**src/rtl/uart_rx_top.sv**
```systemverilog
// Oversampled UART receiver: start, DATA_WIDTH data bits LSB-first, optional parity, one stop bit.
// The received byte is held on P_DATA; data_valid stays high until the next start detection.
module uart_rx_top #(
  parameter int DATA_WIDTH     = 8,
  parameter int PRESCALE_WIDTH = 6
) (
  input  logic                      clk,
  input  logic                      rst,
  input  logic                      PAR_TYP,
  input  logic                      PAR_EN,
  input  logic [PRESCALE_WIDTH-1:0] Prescale,
  input  logic                      RX_IN,
  output logic [DATA_WIDTH-1:0]     P_DATA,
  output logic                      data_valid
);

  // state  | meaning
  // IDLE   | line idle, waiting for a low level
  // START  | start bit; a high mid-bit sample is treated as a glitch
  // DATA   | shifting in data bits LSB-first
  // PARITY | checking the parity bit
  // STOP   | stop bit; result committed at its mid-bit sample
  typedef enum logic [2:0] {IDLE, START, DATA, PARITY, STOP} state_t;

  localparam int BW = (DATA_WIDTH > 1) ? $clog2(DATA_WIDTH) : 1;
  localparam logic [BW-1:0] LAST_BIT = BW'(DATA_WIDTH - 1);

  state_t state, state_nxt;

  logic [PRESCALE_WIDTH-1:0] prescale_q;
  logic [PRESCALE_WIDTH-1:0] edge_cnt;
  logic [PRESCALE_WIDTH-1:0] half;
  logic [BW-1:0]             bit_cnt;
  logic [DATA_WIDTH-1:0]     shift_q;
  logic                      par_en_q;
  logic                      par_typ_q;
  logic                      par_err;
  logic                      samp0;
  logic                      samp1;
  logic                      bit_val;
  logic                      exp_par;
  logic                      last_edge;
  logic                      at_sample;

  assign half      = {1'b0, prescale_q[PRESCALE_WIDTH-1:1]};
  assign last_edge = (edge_cnt == prescale_q - PRESCALE_WIDTH'(1));
  assign at_sample = (edge_cnt == half + PRESCALE_WIDTH'(1));
  // Third vote comes straight from the line at the last sample point
  assign bit_val   = (samp0 & samp1) | (samp0 & RX_IN) | (samp1 & RX_IN);
  assign exp_par   = par_typ_q ? ~(^shift_q) : ^shift_q;

  always_ff @(posedge clk or posedge rst) begin
    if (rst) state <= IDLE;
    else     state <= state_nxt;
  end

  always_comb begin
    state_nxt = state;
    case (state)
      IDLE:    if (!RX_IN) state_nxt = START;
      START: begin
        if (at_sample && bit_val) state_nxt = IDLE;
        else if (last_edge)       state_nxt = DATA;
      end
      DATA:    if (last_edge && bit_cnt == LAST_BIT) state_nxt = par_en_q ? PARITY : STOP;
      PARITY:  if (last_edge) state_nxt = STOP;
      STOP:    if (at_sample) state_nxt = IDLE;
      default: state_nxt = IDLE;
    endcase
  end

  always_ff @(posedge clk or posedge rst) begin
    if (rst) begin
      prescale_q <= '0;
      edge_cnt   <= '0;
      bit_cnt    <= '0;
      shift_q    <= '0;
      par_en_q   <= 1'b0;
      par_typ_q  <= 1'b0;
      par_err    <= 1'b0;
      samp0      <= 1'b0;
      samp1      <= 1'b0;
      P_DATA     <= '0;
      data_valid <= 1'b0;
    end else if (state == IDLE) begin
      edge_cnt <= '0;
      bit_cnt  <= '0;
      par_err  <= 1'b0;
      if (!RX_IN) begin
        // This cycle is edge 0 of the start bit, so the counter resumes at 1
        prescale_q <= Prescale;
        par_en_q   <= PAR_EN;
        par_typ_q  <= PAR_TYP;
        edge_cnt   <= PRESCALE_WIDTH'(1);
        data_valid <= 1'b0;
      end
    end else begin
      edge_cnt <= last_edge ? '0 : edge_cnt + PRESCALE_WIDTH'(1);
      if (edge_cnt == half - PRESCALE_WIDTH'(1)) samp0 <= RX_IN;
      if (edge_cnt == half)                      samp1 <= RX_IN;
      if (state == DATA && last_edge)            bit_cnt <= bit_cnt + BW'(1);
      if (at_sample) begin
        case (state)
          DATA:   shift_q <= {bit_val, shift_q[DATA_WIDTH-1:1]};
          PARITY: par_err <= (bit_val != exp_par);
          STOP: begin
            if (bit_val && !par_err) begin
              P_DATA     <= shift_q;
              data_valid <= 1'b1;
            end
          end
          default: ;
        endcase
      end
    end
  end

endmodule

```
**config.mk**
```make
export PLATFORM = sky130hd
export DESIGN_NAME = uart_rx_top
export DESIGN_NICKNAME = d
export VERILOG_FILES = /design/src/rtl/uart_rx_top.sv
export SDC_FILE = /design/constraint.sdc
export NUM_CORES = 1
export LEC_CHECK = 0
export BUFFER_PORTS_ARGS = -buffer_cell sky130_fd_sc_hd__buf_2
export CORE_MARGIN = 1
export CORE_UTILIZATION = 59
export DETAILED_ROUTE_END_ITERATION = 12
export PLACE_DENSITY = 0.76
export SLEW_MARGIN = 20
export SYNTH_ARGS = -nofsm -noshare
export SYNTH_HDL_FRONTEND = slang
export SYNTH_SLANG_ARGS = --single-unit
```
**constraint.sdc**
```tcl
create_clock -name clk -period 2.8 [get_ports clk]
set_input_delay 0.28 -clock clk [delete_from_list [all_inputs] [get_ports clk]]
set_output_delay 0.28 -clock clk [all_outputs]
set_load 0.01 [all_outputs]
```
==> impl_results.md, run 1 <==
* Combinational share of power at 42.4%
* Routed Antenna Nets at 0
* Largest net degree at the start of global routing at 28
* Filler cell count in the final layout at 309
* First-pass GRT wire length at 7500 µm
* Total GRT Usage at 24.0%
* Placer Congestion at 0.855
* Sequential share of the synthesized area at 43.5%
* Clk pwr share at 19.3%
* Clock tree sinks at 40
* Number of CTS-inserted buffers at 5
* Max cap viols at 0
* Total grt overflow at 0
* Die area at 4150 µm²
* Status: finished, final reports clean
* FMAX at 395 MHz
* Clk buf depth at 2
* Post-cts hold buffer count at 0
* DIE HEIGHT at 64.5 µm
* Final HPWL from detailed placement at 3110 µm
* Endpoints failing hold at 0
* FP Rows at 22
* Mapped Nets at 236
* Clk slew on worst S/H paths at 0.08 ns
* Tightest Pin Transition at 0.982 ns
* CP arrival at 2.70 ns
* Sequential share of power at 38.2%
* Count of input and output buffers at 19
* Setup TNS at 0 ns
* Fin cells at 287
* # IOs at 20
* Number of distinct library cells after synthesis at 44
* Antenna cells at 0
* Die Wd at 64.5 µm
* CP Capture Type: flop
* Initial DRT Pass Iterations at 4
* Total core area at 3690 µm²
* Leading cell type in the layout, fill and taps excluded: dfrtp_1
* Synth top area share at 43.5%
* Pwr Density at 974 nW/µm²
* Initial DRC Count at 87
* CTS tree: built
* Mapped Area at 2300 µm²
* Final worst slack at 0.271 ns
* Routed WL at 4170 µm
* Area delta synth->final at 10.4%
* Type of origin of the critical path: flop
* Fin crit share at 90.3%
* Clk root buf: clkbuf_8
* P_leak at 1.16 nW
* Latest clock arrival within the worst-skew pair at 0.29 ns
* Switching power at 983 µW
* Max-slew violations at 0
* Yosys warns at 0
* Number of global-route vias before repair at 1603
* H-tree depth at 2
* Mean Syn Cell Area at 10.6 µm²
* Post-placement setup slack at 0.331 ns
* Remaining DRCs at 0
* Initial antenna violation count at 0
* Inst Count DP at 279
* Post-CTS Setup Inserts at 0
* Initial Util at 62.4%
* Leading area contributor after synthesis: dfrtp_1
* Max-slew headroom at 34.5%
* Layout cells sized above 1 at 25.1%
* Sw Ratio at 39.7%
* RSZ-0062 raised after global routing: false
* Critical path fanouts, max at 8
* Final setup vio count at 0
* Minimum clock period at 2.53 ns
* WL per Instance at 14.5 µm
* Vias at 1607
* Final #Nets at 256
* Min-Delay Path Class: primary input to flop
* Internal power at 1.49 mW
* Flops & latches, synth at 40
* Critical path required time at 2.97 ns
* Worst Skew at 0.00477 ns
* Peak VDD IR at 0.633 mV
* Area contributors post-synth: dfrtp_1 (44%), mux2_2 (12%), xnor2_1 (8.8%), ha_1 (3.8%), xor2_1 (2.7%)
* Tot Pwr at 2.48 mW
* Crit path kind: flop to flop
* Post-cts resize count at 0
* Cells after Synth at 218
* Most frequent cells in the layout: dfrtp_1 (40), mux2_2 (24), xnor2_1 (23), buf_2 (19), nor2_1 (16)
* Vias per cell at 5.60
[metrics by stage]
stage / hold slack, ns / util, % / cell area [µm²]
after floorplan: 0.392 / - / 2300
after global placement: 0.485 / 65.8 / 2430
after detailed placement: 0.491 / 65.8 / 2430
after CTS: 0.187 / 68.9 / 2540
after global routing: 0.201 / 68.9 / 2540
final: 0.193 / 68.9 / 2540
[critical path, stage by stage (launching register included)]
cell and delay, ns:
dfrtp_1 0.47, inv_1 0.13, ha_1 0.27, and3_1 0.17, nor4_1 0.37, o2111ai_1 0.32, nor2_1 0.39, mux2i_1 0.25
nor2_1 0.06
[synth_stat cells (all sizes together)]
cell type	number
o22ai	2
mux2	24
clkbuf	7
maj3	1
o311ai	1
nor4	3
mux2i	2
nand3	7
a2111oi	1
o31ai	1
a21o	1
a211oi	2
o21ai	9
nand2	12
o211ai	3
xnor2	24
dfrtp	40
nor3b	1
inv	11
o21bai	2
nor2	17
nor4bb	1
nand3b	2
and3	5
nand4	1
a21oi	6
o2111ai	1
or3	2
xor2	7
and3b	1
a31oi	1
a211o	1
o221ai	1
a32oi	1
nand2b	3
ha	7
nor3	3
buf	4
[layer usage]
| metal | part of all wire [%] | GRT usage (%) | vias to the layer above |
|---|---|---|---|
| met1 | 48 | 33.9 | 766 |
| met3 | 5.2 | 6.51 | 2 |
| met4 | 0.53 | 6.67 | 0 |
| li1 | - | - | 797 |
| met5 | 0 | 0 | - |
| met2 | 46 | 36.4 | 42 |
[power groups by stage]
stage / combinational [mW] / clock (mW) / sequential [mW]
floorplan: 1.01 / 0 / 0.818
global placement: 1.03 / 0 / 0.947
detailed placement: 1.04 / 0 / 0.951
CTS: 1.05 / 0.486 / 0.940
global route: 1.19 / 0.516 / 0.975
finish: 1.05 / 0.479 / 0.947
[flip-flops by register name (all words and copies together), names as in the netlist, 3 cells and up]
| register | count |
|---|---|
| bit_cnt | 3 |
| P_DATA | 8 |
| prescale_q | 6 |
| shift_q | 8 |
| edge_cnt | 6 |
| state | 3 |
[cell type report]
type	count	area (µm²)	share of cell area [%]
Timing Repair Buffer	24	133	5.22
Tap cell	48	60.1	2.36
Multi-Input combinational cell	156	1190	46.9
Clock buffer	5	68.8	2.71
Clock inverter	3	46.3	1.82
Sequential cell	40	1000	39.4
Inverter	11	41.3	1.62
[final timing paths]
check	from	to	slack, ns	cells past startpoint
min in group asynchronous	rst	P_DATA[0]	0.21	2
max in group asynchronous	rst	edge_cnt[2]	1.90	3
min	Prescale[2]	prescale_q[2]	0.19	3
max	prescale_q[2]	bit_cnt[1]	0.27	8
min reg2reg	P_DATA[4]	P_DATA[4]	0.51	1
max reg2reg	prescale_q[2]	bit_cnt[1]	0.27	8
[cells by family after synthesis]
logic type                 after synthesis  share of synthesized area [%]
and+or+nand+nor                         58                           13.5
DFF                                     40                           43.5
AOI/OAI and AO/OA                       33                           9.30
xor gates and xnor gates                31                           12.1
muxes                                   26                           12.6
buffers and inverters                   22                           4.73
adders and majority gates                8                           4.24
Note: power is estimated with default switching activity, not from simulation.
==> run 2: changes to the inputs <==
Settings changed: BUFFER_PORTS_ARGS -buffer_cell sky130_fd_sc_hd__buf_2 to -buffer_cell sky130_fd_sc_hd__buf_4, CORE_ASPECT_RATIO from default to 1.75, GPL_TIMING_DRIVEN from default to 0.
==> impl_results.md, run 2 (synthesis gave the netlist of run 1 again) <==
* P_leak at 1.19 nW
* Final HPWL from detailed placement at 3340 µm
* Internal power at 1.57 mW
* Worst Skew at 0.00908 ns
* WL per Instance at 15.4 µm
* Total core area at 3660 µm²
* Clock tree sinks at 40
* DIE HEIGHT at 84.6 µm
* Routed WL at 4500 µm
* Initial DRC Count at 44
* Final worst slack at 0.207 ns
* Initial DRT Pass Iterations at 4
* Area delta synth->final at 15.3%
* Total grt overflow at 0
* Crit-path cells: inv_1 > ha_1 > nand2b_1 > a21oi_1 > a31oi_1 > o2111ai_1 > o311ai_1 > o211ai_1 > mux2_2
* Tightest Pin Transition at 0.604 ns
* Final instance area at 2650 µm²
* Clk buf depth at 2
* Initial Util at 62.8%
* Critical path required time at 2.97 ns
* Setup TNS at 0 ns
* Inst Count DP at 284
* CTS tree: built
* Buf+Inv Stages, Crit Path at 1
* Routed Antenna Nets at 0
* Type of origin of the critical path: flop
* Number of global-route vias before repair at 1800
* Sequential share of power at 32.9%
* CP arrival at 2.76 ns
* FMAX at 386 MHz
* Vias at 1684
* Pwr Density at 971 nW/µm²
* Max-slew violations at 0
* Largest regs: P_DATA x8, shift_q x8
* RSZ-0062 raised after global routing: false
* Minimum clock period at 2.59 ns
* Antenna cells at 0
* Critical path fanouts, max at 6
* Vias per cell at 5.75
* Status: finished, final reports clean
* Endpoints failing hold at 0
* Number of CTS-inserted buffers at 5
* Layout cells sized above 1 at 24.7%
* First-pass GRT wire length at 8000 µm
* Fin cells at 293
* Initial antenna violation count at 0
* Combinational share of power at 48.1%
* Crit-path slowest cell: o2111ai_1
* Post-placement setup slack at 0.183 ns
* Placer Congestion at 0.848
* Peak VDD IR at 0.741 mV
* Total GRT Usage at 25.0%
* Latest clock arrival within the worst-skew pair at 0.29 ns
* Final setup vio count at 0
* Sw Ratio at 38.9%
* FP Rows at 29
* # IOs at 20
* Max-slew headroom at 59.4%
* Crit path kind: flop to flop
* Most frequent cells in the layout: dfrtp_1 (40), mux2_2 (24), xnor2_1 (23), buf_4 (20), nor2_1 (16)
* Clk root buf: clkbuf_8
* Max cap viols at 0
* Crit-path max cell delay at 0.52 ns
* Dpl cell area at 2520 µm²
* Clk slew on worst S/H paths at 0.08 ns
* CP Capture Type: flop
* R2R Setup Slk at 0.21 ns
* Die Wd at 49.2 µm
* Clk pwr share at 19.1%
* Count of input and output buffers at 19
* Leading cell type in the layout, fill and taps excluded: dfrtp_1
* Switching power at 1.00 mW
* Die area at 4160 µm²
* Remaining DRCs at 0
* Fin crit share at 92.6%
* Largest net degree at the start of global routing at 35
* Final #Nets at 264
* Delay-heaviest family, CP: compound AO/OA/AOI/OAI gates
* Min-Delay Path Class: primary input to flop
* H-tree depth at 2
-- run 2: changes by cell type in the layout (fill, tap and decap cells not counted), moves of 3 or more --
cell,change
buf_6,+3
buf_2,-19
buf_4,+15
clkbuf_1,+7
-- run 2: final timing paths --
path / from / endpoint / depth (start not counted)
worst max-delay path: prescale_q[1] / state[1] / 9
worst min-delay path: Prescale[2] / prescale_q[2] / 3
worst max register to register: prescale_q[1] / state[1] / 9
worst min register to register: P_DATA[6] / P_DATA[6] / 1
max in group asynchronous: rst / bit_cnt[2] / 4
min in group asynchronous: rst / shift_q[1] / 3
-- run 2: worst min-delay path: stages --
cell and delay [ns]:
buf_4 0.08, nand2_1 0.04, o21ai_0 0.06
-- run 2: final cells by class --
type	instances	area [µm²]
tap	46	57.6
buffer	11	67.6
fill	299	1010
multi-input combinational	156	1190
inverter	11	41.3
clock buffer	6	82.6
sequential	40	1000
timing repair buffer	21	173
clock inverter	2	38.8
-- run 2: timing repair --
action | 4_1_cts | 5_1_grt
buffers inserted | 0 | 0
endpoints found under the hold margin | 6 | 0
hold buffers | 1 | 0
resized for setup | 0 | 0
-- run 2: layer usage --
layer | track usage (%) | share of wire (%) | vias up
met5 | 0 | 0 | -
met4 | 12.3 | 3.6 | 0
met3 | 3.44 | 2.3 | 17
met2 | 46.1 | 56 | 33
met1 | 27.2 | 38 | 820
li1 | - | - | 814
-- run 2: power groups by stage --
stage                     Clock (mW)  Sequential, mW  Combinational, mW
after global routing           0.528           0.865               1.38
after detailed placement           0           0.858               1.22
after CTS                      0.507           0.846               1.24
final                          0.491           0.846               1.24
after global placement             0           0.854               1.20
after floorplan                    0           0.818               1.01
-- run 2: per-stage QoR --
stage / utilization [%] / total power, mW / hold slack, ns
finish: 72.4 / 2.57 / 0.197
global route: 72.4 / 2.77 / 0.196
CTS: 72.4 / 2.59 / 0.192
detailed placement: 68.8 / 2.08 / 0.195
global placement: 68.2 / 2.05 / 0.486
floorplan: - / 1.83 / 0.392
==> run 3: changes to the inputs <==
Settings changed: CELL_PAD_IN_SITES_DETAIL_PLACEMENT from default to 1, CELL_PAD_IN_SITES_GLOBAL_PLACEMENT from default to 2, CORE_UTILIZATION 59 to 39.
==> impl_results.md, run 3 (synthesis gave the netlist of run 1 again) <==
* Clock tree sinks at 40
* R2R Setup Slk at 0.26 ns
* Count of input and output buffers at 19
* Filler cell count in the final layout at 630
* Max-slew violations at 0
* Die Wd at 60.1 µm
* Post-cts hold buffer count at 0
* Met3 routed WL at 98 µm
* Tightest hold margin at -0.00449 ns
* Post-placement setup slack at 0.0533 ns
* R2R depth at 8
* Clk root buf: clkbuf_8
* Endpoints failing hold at 10
* Largest net degree at the start of global routing at 22
* Tightest Pin Transition at 0.539 ns
* Remaining DRCs at 0
* Die area at 6220 µm²
* Final worst slack at 0.263 ns
* Antenna cells at 0
* Most frequent cells in the layout: dfrtp_1 (40), mux2_2 (24), xnor2_1 (23), buf_4 (20), nor2_1 (16)
* Initial Util at 40.9%
* Routed WL at 5140 µm
* Routed Antenna Nets at 0
* Critical path required time at 2.98 ns
* Max cap viols at 0
* FMAX at 394 MHz
* Largest regs: P_DATA x8, shift_q x8
* RSZ-0062 raised after global routing: false
* Uppermost layer routed: met4
* CTS tree: built
* Critical path origin: prescale_q[2]
* Pwr Density at 966 nW/µm²
* Register Area at 1000 µm²
* Placer Congestion at 0.758
* Min-Delay Path Class: primary input to asynchronous set/reset pin
* Fin crit share at 90.6%
* Failing checks: negative hold slack
* Clk buf depth at 2
* Peak VDD IR at 0.340 mV
* Total core area at 5630 µm²
* Crit path kind: flop to flop
* FP Rows at 36
* Final HPWL from detailed placement at 3950 µm
* Initial DRT Pass Iterations at 4
* Max-slew headroom at 63.8%
* Final #Nets at 264
* Latest clock arrival within the worst-skew pair at 0.30 ns
* Multi-input combinational cell area at 1210 µm²
* Clk slew on worst S/H paths at 0.08 ns
* Vias per cell at 5.16
* Initial DRC Count at 48
* Leading cell type in the layout, fill and taps excluded: dfrtp_1
* DIE HEIGHT at 104 µm
* Status: finished with violations
* Vias at 1668
* P_leak at 1.19 nW
* Layout cells sized above 1 at 26.3%
* WL per Instance at 15.9 µm
* Critical path fanouts, max at 8
* CP Capture Type: flop
* Setup TNS at 0 ns
* Total GRT Usage at 18.3%
* # IOs at 20
* Total grt overflow at 0
* Worst r2r dst: state[1]
* M1 wire length at 1960 µm
* First-pass GRT wire length at 8450 µm
* Met2 WL post-DR at 3000 µm
* H-tree depth at 2
* Final setup vio count at 0
* Type of origin of the critical path: flop
* Worst setup path endpoint: state[1]
* Number of global-route vias before repair at 1735
* Reg2reg start: prescale_q[2]
* Worst Skew at 0.00524 ns
* Number of CTS-inserted buffers at 5
* Area delta synth->final at 17.9%
* CP arrival at 2.72 ns
* Initial antenna violation count at 0
* Minimum clock period at 2.54 ns
run 3: cell count changes in the layout (fill, tap and decap cells not counted), sizes merged:
| cell | previous run | this run |
|---|---|---|
| clkinvlp | 0 | 1 |
| clkbuf | 13 | 12 |
| dlygate4sd3 | 1 | 0 |
| buf | 24 | 25 |
run 3: final cells by class:
type	count	area share [%]
plain buffers	11	2.49
clock buffers	5	2.54
clock inverters	3	1.57
inverters	11	1.52
multi-input cells	156	44.5
flip-flops and latches	40	36.9
well taps	76	3.50
repair buffers	21	7.01
run 3: layer usage:
layer / global-route usage [%] / up-vias
met5: 0 / -
met4: 6.98 / 0
met3: 2.37 / 8
met2: 33.9 / 16
met1: 19.8 / 836
li1: - / 808
run 3: power breakdown:
part / leakage (nW) / internal, mW / switching (mW)
sequential: 0.532 / 0.705 / 0.146
clock: 0.0541 / 0.264 / 0.209
combinational: 0.603 / 0.587 / 0.710
run 3: worst max-delay path, stage by stage (launching register included):
cell and delay, ns:
dfrtp_1 0.52, inv_1 0.15, ha_1 0.31, xnor2_1 0.20, and3_1 0.23, nand3_2 0.16, o311ai_2 0.37, o211ai_1 0.19
mux2_2 0.29
run 3: worst min path at each step:
stage,startpoint,endpoint,slack (ns),cells past startpoint
2_1_floorplan,RX_IN,edge_cnt[0],0.39,1
3_3_place_gp,Prescale[2],prescale_q[2],0.49,3
3_5_place_dp,rst,P_DATA[1],0.34,2
4_1_cts,rst,P_DATA[1],0.006,2
5_1_grt,rst,P_DATA[1],0.04,2
6_report,rst,P_DATA[1],-0.004,2
run 3: through the flow:
step           util (%)  power, mW  instance area [µm²]  hold WS [ns]  std cells
6_report           48.2       2.62                 2710      -0.00449        323
5_1_grt            48.2       2.82                 2710        0.0415        323
4_1_cts            47.6       2.63                 2680       0.00639        322
3_5_place_dp       45.6       2.14                 2570         0.338        314
3_3_place_gp       45.1       2.12                 2540         0.491        313
2_1_floorplan         -       1.83                 2300         0.392        218
run 3: repair_timing:
| action | 4_1_cts | 5_1_grt |
|---|---|---|
| gates resized for setup | 0 | 3 |
| setup buffers | 0 | 1 |
| endpoints found under the setup margin | 0 | 10 |
